`src/rtl/lock_pkg.sv`:
```
// Shared definitions for the digital lock: entry FSM states, code geometry
// and default timing constants used by code_entry and sequence_check.
package lock_pkg;

    typedef enum logic [1:0] {
        IDLE    = 2'd0,
        COLLECT = 2'd1,
        PRESENT = 2'd2,
        LOCKOUT = 2'd3
    } state_e;

    localparam int DIGITS        = 4;
    localparam int DIGIT_W       = 4;
    localparam int SEQ_W         = DIGITS * DIGIT_W;
    localparam int DIGIT_TIMEOUT = 50_000_000;
    localparam int LOCK_CYCLES   = 250_000_000;
    localparam int CNT_W         = 28;

endpackage : lock_pkg

```
`src/rtl/entry_timer.sv`:
```
// Loadable down-counter shared by the inter-digit timeout and the lockout.
// Load wins over counting; the count saturates at zero instead of wrapping.
module entry_timer #(
    parameter int CNT_W = 28
) (
    input  logic             clk,
    input  logic             reset,
    input  logic             load,
    input  logic [CNT_W-1:0] load_value,
    input  logic             count_en,
    output logic             zero
);

    logic [CNT_W-1:0] count_q;
    logic [CNT_W-1:0] count_d;

    // Next count: reload, decrement while enabled, or hold at zero.
    always_comb begin
        // NOTE: assign a default before any branch so no path leaves count_d unassigned (no latch).
        count_d = count_q;
        if (load) begin
            count_d = load_value;
        end else if (count_en && (count_q != '0)) begin
            count_d = count_q - 1'b1;
        end
    end

    // Counter register.
    always_ff @(posedge clk or posedge reset) begin
        // NOTE: state uses non-blocking assignments so every flop samples pre-edge values.
        if (reset) begin
            count_q <= '0;
        end else begin
            count_q <= count_d;
        end
    end

    assign zero = (count_q == '0);

endmodule : entry_timer

```
`src/rtl/code_entry.sv`:
```
// Lock front end: assembles hex key presses into a code, strobes new_seq
// for one cycle when complete, drops stale partial entries after an
// inter-digit timeout, and runs the lockout requested by the checker.
module code_entry #(
    parameter int DIGITS        = lock_pkg::DIGITS,
    parameter int DIGIT_W       = lock_pkg::DIGIT_W,
    parameter int SEQ_W         = DIGITS * DIGIT_W,
    parameter int DIGIT_TIMEOUT = lock_pkg::DIGIT_TIMEOUT,
    parameter int LOCK_CYCLES   = lock_pkg::LOCK_CYCLES,
    parameter int CNT_W         = lock_pkg::CNT_W
) (
    input  logic               clk,
    input  logic               reset,
    input  logic               key_valid,
    input  logic [DIGIT_W-1:0] key_code,
    input  logic               key_clear,
    input  logic               start_time,
    output logic [SEQ_W-1:0]   code_seq,
    output logic               new_seq,
    output logic               times_up,
    output logic [2:0]         digit_count,
    output logic               aborted,
    output logic               locked
);

    import lock_pkg::*;

    localparam logic [CNT_W-1:0] DIGIT_LOAD = CNT_W'(DIGIT_TIMEOUT - 1);
    localparam logic [CNT_W-1:0] LOCK_LOAD  = CNT_W'(LOCK_CYCLES - 1);
    localparam logic [2:0]       LAST_DIGIT = 3'(DIGITS - 1);

    // A timer too narrow for either duration would silently shorten it.
    if ((longint'(DIGIT_TIMEOUT) > (longint'(1) << CNT_W)) ||
        (longint'(LOCK_CYCLES) > (longint'(1) << CNT_W))) begin : g_cnt_w_check
        $error("code_entry: CNT_W too small for DIGIT_TIMEOUT/LOCK_CYCLES");
    end

    state_e             state_q,       state_d;
    logic [SEQ_W-1:0]   seq_q,         seq_d;
    logic               new_seq_q,     new_seq_d;
    logic               times_up_q,    times_up_d;
    logic [2:0]         digit_count_q, digit_count_d;
    logic               aborted_q,     aborted_d;
    logic               locked_q,      locked_d;

    logic               tmr_load;
    logic [CNT_W-1:0]   tmr_load_value;
    logic               tmr_en;
    logic               tmr_zero;

    entry_timer #(
        .CNT_W (CNT_W)
    ) u_timer (
        .clk        (clk),
        .reset      (reset),
        .load       (tmr_load),
        .load_value (tmr_load_value),
        .count_en   (tmr_en),
        .zero       (tmr_zero)
    );

    // Next-state and output decode; start_time > key_clear > key_valid > expiry.
    always_comb begin
        state_d        = state_q;
        seq_d          = seq_q;
        new_seq_d      = 1'b0;
        times_up_d     = times_up_q;
        digit_count_d  = digit_count_q;
        aborted_d      = 1'b0;
        locked_d       = locked_q;
        tmr_load       = 1'b0;
        tmr_load_value = DIGIT_LOAD;
        tmr_en         = 1'b0;

        if (start_time) begin
            // Any partial entry is dropped silently; a running lockout restarts.
            state_d        = LOCKOUT;
            tmr_load       = 1'b1;
            tmr_load_value = LOCK_LOAD;
            times_up_d     = 1'b0;
            locked_d       = 1'b1;
            digit_count_d  = 3'd0;
        end else begin
            unique case (state_q)
                IDLE: begin
                    if (key_clear) begin
                        digit_count_d = 3'd0;
                    end else if (key_valid) begin
                        seq_d         = {seq_q[SEQ_W-DIGIT_W-1:0], key_code};
                        digit_count_d = 3'd1;
                        tmr_load      = 1'b1;
                        state_d       = COLLECT;
                    end
                end
                COLLECT: begin
                    tmr_en = 1'b1;
                    if (key_clear) begin
                        digit_count_d = 3'd0;
                        state_d       = IDLE;
                    end else if (key_valid) begin
                        seq_d         = {seq_q[SEQ_W-DIGIT_W-1:0], key_code};
                        digit_count_d = digit_count_q + 3'd1;
                        tmr_load      = 1'b1;
                        if (digit_count_q == LAST_DIGIT) begin
                            new_seq_d = 1'b1;
                            state_d   = PRESENT;
                        end
                    end else if (tmr_zero) begin
                        aborted_d     = 1'b1;
                        digit_count_d = 3'd0;
                        state_d       = IDLE;
                    end
                end
                PRESENT: begin
                    digit_count_d = 3'd0;
                    state_d       = IDLE;
                end
                LOCKOUT: begin
                    tmr_en = 1'b1;
                    if (tmr_zero) begin
                        times_up_d = 1'b1;
                        locked_d   = 1'b0;
                        state_d    = IDLE;
                    end
                end
                default: state_d = IDLE;
            endcase
        end
    end

    // FSM state and registered outputs.
    always_ff @(posedge clk or posedge reset) begin
        if (reset) begin
            state_q       <= IDLE;
            seq_q         <= '0;
            new_seq_q     <= 1'b0;
            times_up_q    <= 1'b1;
            digit_count_q <= 3'd0;
            aborted_q     <= 1'b0;
            locked_q      <= 1'b0;
        end else begin
            state_q       <= state_d;
            seq_q         <= seq_d;
            new_seq_q     <= new_seq_d;
            times_up_q    <= times_up_d;
            digit_count_q <= digit_count_d;
            aborted_q     <= aborted_d;
            locked_q      <= locked_d;
        end
    end

    assign code_seq    = seq_q;
    assign new_seq     = new_seq_q;
    assign times_up    = times_up_q;
    assign digit_count = digit_count_q;
    assign aborted     = aborted_q;
    assign locked      = locked_q;

endmodule : code_entry

```
`config.mk`:
```
export PLATFORM = sky130hd
export DESIGN_NAME = code_entry
export DESIGN_NICKNAME = d
export VERILOG_FILES = /design/src/rtl/lock_pkg.sv /design/src/rtl/entry_timer.sv /design/src/rtl/code_entry.sv
export SDC_FILE = /design/constraint.sdc
export NUM_CORES = 1
export LEC_CHECK = 0
export CAP_MARGIN = 20
export CORE_MARGIN = 5
export CORE_UTILIZATION = 59
export DETAILED_ROUTE_END_ITERATION = 10
export GPL_TIMING_DRIVEN = 1
export PLACE_DENSITY = 0.84
export SYNTH_ARGS = -nofsm -noshare
export SYNTH_HDL_FRONTEND = slang
export SYNTH_SLANG_ARGS = --single-unit
```
`constraint.sdc`:
```
create_clock -name clk -period 5.65 [get_ports clk]
set_clock_uncertainty 0.1 [all_clocks]
set_input_delay 1.13 -clock clk [delete_from_list [all_inputs] [get_ports clk]]
set_output_delay 1.13 -clock clk [all_outputs]
set_load 0.05 [all_outputs]
```
=== Word level (Yosys, flattened, before mapping) ===
Index checks and enable logic that the tools add are counted.

* Bitwise logic cells: 2
* Muxes and demuxes: 40
* Add/sub/neg operators: 2
* Equal/unequal tests: 9
* Reductions and logical operators: 14

{| class="wikitable"
|+ Operators by type and width
! operator !! count
|-
| two-way mux 28 bit || 3
|-
| zero test 28 bit || 1
|-
| nonzero test 28 bit || 1
|-
| subtractor 28 x 1 -> 28 bit, second input constant || 1
|-
| two-way mux 1 bit || 22
|-
| two-way mux 3 bit || 6
|-
| two-way mux 2 bit || 7
|-
| != test 5 bit, second input constant || 2
|-
| case mux 3 bit (3 select lines) || 1
|-
| case mux 2 bit (4 select lines) || 1
|-
| != test 3 bit, second input constant || 2
|-
| AND reduction 3 bit || 2
|-
| nonzero test 2 bit || 3
|-
| equality test 2 bit, second input constant || 2
|-
| != test 4 bit, second input constant || 1
|-
| AND reduction 4 bit || 1
|-
| nonzero test 4 bit || 1
|-
| OR reduction 2 bit || 2
|-
| adder 3 x 1 -> 3 bit, second input constant || 1
|-
| equality test 3 x 2 -> 1 bit, second input constant || 1
|-
| equality test 2 x 1 -> 1 bit, second input constant || 1
|-
| zero test 2 bit || 1
|-
| NOT 1 bit || 2
|-
| AND reduction 2 bit || 1
|-
| logical AND 1 bit || 1
|}

* Input bits: 9
* Register bits: 53

=== Longest topological paths before layout ===
* Depth in word-level cells: 7
* Mapped depth: 9

=== Modules after synthesis ===
Synthesis repeated with hierarchy kept, for this count alone.

* Cell total of the unflattened synthesis: 298
* Area, all modules: 3046.7 µm²

{| class="wikitable"
|+ Modules (own cells, without submodules)
! module !! area an instance (µm²) !! instances !! cells an instance !! sequential area each (µm²)
|-
| entry_timer || 1869.3 || 1 || 204 || 700.7
|-
| code_entry || 1177.4 || 1 || 94 || 626.9
|}

=== Worst setup path before layout ===
OpenSTA, ideal clock, no wires.

* Path kind: input-to-reg
* From: input key_valid
* To: register seq_q[0] (netlist: code_seq[0])
* Slack: 2.828 ns
* Data arrival time: 2.597 ns
* Library setup time: 0.125 ns
* Stages on the path: 6
* Cells stage by stage: nor2b_1 > clkbuf_1 > nand2_1 > nor2_1 > clkbuf_1 > mux2_2

* Word-level cells in the longest chain between the ends: 1

{| class="wikitable"
|+ Ends and longest elaborated chain
! what !! RTL line !! source
|-
| start, declared || code_entry.sv:14 || <nowiki>input logic key_valid,</nowiki>
|-
| AND reduction 4 bit (no source line) || -- ||
|-
| end signal, assigned || code_entry.sv:143 || <nowiki>seq_q <= seq_d;</nowiki>
|-
| end, declared || code_entry.sv:39 || <nowiki>logic [SEQ_W-1:0] seq_q, seq_d;</nowiki>
|}

No other way between the ends.
A chain may end at the register's enable or synchronous reset.

=== Final worst setup path ===
* From: input key_valid
* To: register seq_q[12] (netlist: code_seq[12])

Same word-level chain as after synthesis.

==> summary.md <==
| Metric | Value |
|---|---|
| Status | completed |
| Syn_nets | 290 |
| Vias in the first global route | 2258 |
| Placed cells | 350 |
| Starting density of the core | 60.08% |
| Flops & latches, synth | 53 |
| Multi-input gate area | 1369 um^2 |
| Core Util, Final | 70.01% |
| Nets | 320 |
| Final count of hold timing violations | 0 |
| Top-Level Pins | 32 |
| Post-synthesis simple-gate area fraction | 20.69% |
| Layout Cells excl Fill | 359 |
| RD Place Congestion | 0.9072 |
| Final ANT Viol Nets | 0 |
| Worst path arrival time | 3.41 ns |
| Clock buffer count from CTS | 5 |
| Leakage power | 1.274 nW |
| CP delay by family, top | simple AND/OR/NAND/NOR gates |
| Reg area | 1328 um^2 |
| Peak supply drop | 0.4176 mV |
| Setup TNS | 0 ns |
| Area Overhead vs Synth | 16.53% |
| Cts repair resizes | 0 |
| Overall routing resource usage | 21.23% |
| Clk buf depth | 2 |
| Die H | 78.89 um |
| Htree depth | 2 |
| Pwr dens | 392.2 nW/um^2 |
| CP max stage cell | clkdlybuf4s50_1 |
| Hold slack | 0.3767 ns |
| RSZ-0062 raised after global routing | no |
| Final wirelength | 6054 um |
| Worst min-delay path class | reg2reg |
| Pre-CTS setup slack | 2.042 ns |
| DR vias | 2250 |
| Slew HR | 59.60% |
| Initial antenna violation count | 0 |
| Asr flop ratio synth | 100.0% |
| Mapped cell area | 2800 um^2 |
| Post-synthesis mux area share | 6.434% |
| Post-synthesis adder-cell area fraction | 3.128% |
| Total of warnings raised by yosys | 0 |
| CP Buf/Inv Count | 2 |
| Post-route setup slack | 2.355 ns |
| Syn avg cell area | 10.22 um^2 |
| Crit path capture type | flop |
| Layout cells sized above 1 | 14.43% |
| Hold_sp | times_up |
| Setup Fix Bufs, Post-CTS | 0 |
| Slew @ Worst Pin | 0.6005 ns |
| Netlist cell types | 51 |
| DRC errors left | 0 |
| Die W | 78.89 um |
| Top_reg_cell synth | dfrtp_1 |
| Fmax | 303.5 MHz |
| First-pass DRT Iterations | 5 |
| Clk Latency, worst-skew pair | 0.32 ns |
| CTS tree | done |
| Final Cycle Share | 58.33% |
| Post-DP HPWL | 4366 um |
| Minimum clock period | 3.295 ns |
| Largest net degree at the start of global routing | 54 |
| Critical path peak fanout | 13 |
| # diodes | 0 |
| Initial DRC count | 152 |
| Critical Path RT | 5.77 ns |
| Std cell rows | 25 |
| Post-synthesis compound-gate area fraction | 14.88% |
| Clock input transition at the sequential cells of the worst setup and hold paths | 0.10 ns |
| Register area share after synthesis | 47.41% |
| Die area | 6224 um^2 |
| EDFF count, synth | 0 |
| DR vias/cell | 6.267 |
| Max stage delay on crit path | 0.55 ns |
| Clock sinks | 53 |
| CORE AREA | 4661 um^2 |
| Worst setup startpoint | key_valid |
| Clock root buffer | clkbuf_8 |
| Gate Count Post-Synth | 274 |
| First-pass GRT wire length | 10410 um |
| Synth Area in XOR/XNOR | 3.753% |
| FF-to-FF Start | u_timer.count_q[11] |
| Layout fillers | 327 |
| Max Cap Viol | 0 |
| Number of port buffers | 31 |
| DR WL/cell | 16.86 um |
| CP Class | in2reg |
| Gr ovfl total | 0 |
| Max-slew violation count | 0 |
| Final setup violating endpoints | 0 |
| Main combinational cell family by area after synthesis | simple AND/OR/NAND/NOR gates |
| Critical-path cell list | clkdlybuf4s50_1 > nor2b_1 > nand2_1 > nor2_1 > buf_6 > mux2_2 |
| Startpoint Class | input pin |
| Post-CTS Hold Fix Bufs | 0 |
[cell usage in the layout, fill, tap and decap left out, drive strengths merged, types with 2 or more instances in the layout]
cell type	n
dfrtp	52
clkdlybuf4s50	31
nand2	25
a21oi	18
mux2	16
inv	16
nor2	14
nor3	10
o21ai	10
or4	10
nand3	9
nor4	8
xnor2	7
ha	7
or3	5
xor2	5
nand4	5
o211ai	5
clkbuf	5
o31ai	5
a21o	4
or2	3
and3	3
a31oi	3
buf	3
nor2b	2
and4	2
a31o	2
nand2b	2
o2111ai	2
[cell families after synthesis]
logic type	Yosys count
AND/OR/NAND/NOR	100
buffers and inverters	25
flip-flops	53
multiplexers	16
AO/OA/AOI/OAI	61
XOR/XNOR	12
adder cells (fa/ha/maj)	7
[sequential cells by signal (all words and copies together), names as in the netlist]
| name | cells |
|---|---|
| aborted | 1 |
| code_seq | 16 |
| digit_count | 3 |
| locked | 1 |
| new_seq | 1 |
| state_q | 2 |
| times_up | 1 |
| u_timer.count_q | 28 |
[tightest hold or removal path: stages (launching register included)]
cell and delay, ns:
dfstp_2 0.39, inv_1 0.05, a21oi_1 0.05
[worst paths after layout]
path | end | slack, ns | cells after the start
max | code_seq[12] | 2.35 | 6
min | times_up | 0.38 | 2
max reg2reg | state_q[1] | 2.92 | 5
min reg2reg | times_up | 0.38 | 2
max in group asynchronous | times_up | 3.79 | 3
min in group asynchronous | state_q[1] | 1.06 | 2
[cells in the mapped netlist (3+ instances only)]
master,number,area [um^2]
dfrtp_1,52,1301
nand2_1,25,93.84
a21oi_1,18,90.09
mux2_2,16,180.2
inv_1,14,52.55
nor2_1,14,52.55
nand3_1,9,45.04
nor3_1,9,45.04
o21ai_0,9,45.04
clkbuf_1,8,30.03
or4_1,8,60.06
ha_1,7,87.58
xnor2_1,7,61.31
nand4_1,5,31.28
nor4_1,5,31.28
o211ai_1,5,37.54
or3_1,5,31.28
xor2_1,5,43.79
a21o_1,4,30.03
o31ai_1,4,30.03
a31oi_1,3,18.77
and3_1,3,18.77
or2_2,3,18.77
[cell type report]
cell class                 instances  area share (%)
tap                               54           2.071
inverter                          14           1.610
multi-input combinational        196           41.95
sequential                        53           40.68
timing repair buffer              34           10.70
clock inverter                     3          0.8819
clock buffer                       5           2.109
[stage by stage]
stage	power, mW	cell area (um^2)
2_1_floorplan	0.8765	2800
3_3_place_gp	1.033	3134
3_5_place_dp	1.053	3146
4_1_cts	1.285	3243
5_1_grt	1.348	3263
6_report	1.280	3263
[power breakdown]
part	total, mW	switching (mW)	internal [mW]
combinational	0.536	0.336	0.200
sequential	0.513	0.0625	0.451
clock	0.231	0.138	0.0929
total	1.28	0.537	0.743
[routing by layer]
layer	vias up	wire, um	global-route usage, %	part of all wire [%]
met3	10	208	4.082	3.4
li1	1073	-	-	-
met4	0	83	8.591	1.4
met5	-	0	0	0
met2	53	2992	35.48	49
met1	1114	2769	27.17	46
No activity file was read; power rests on OpenSTA's default activity.
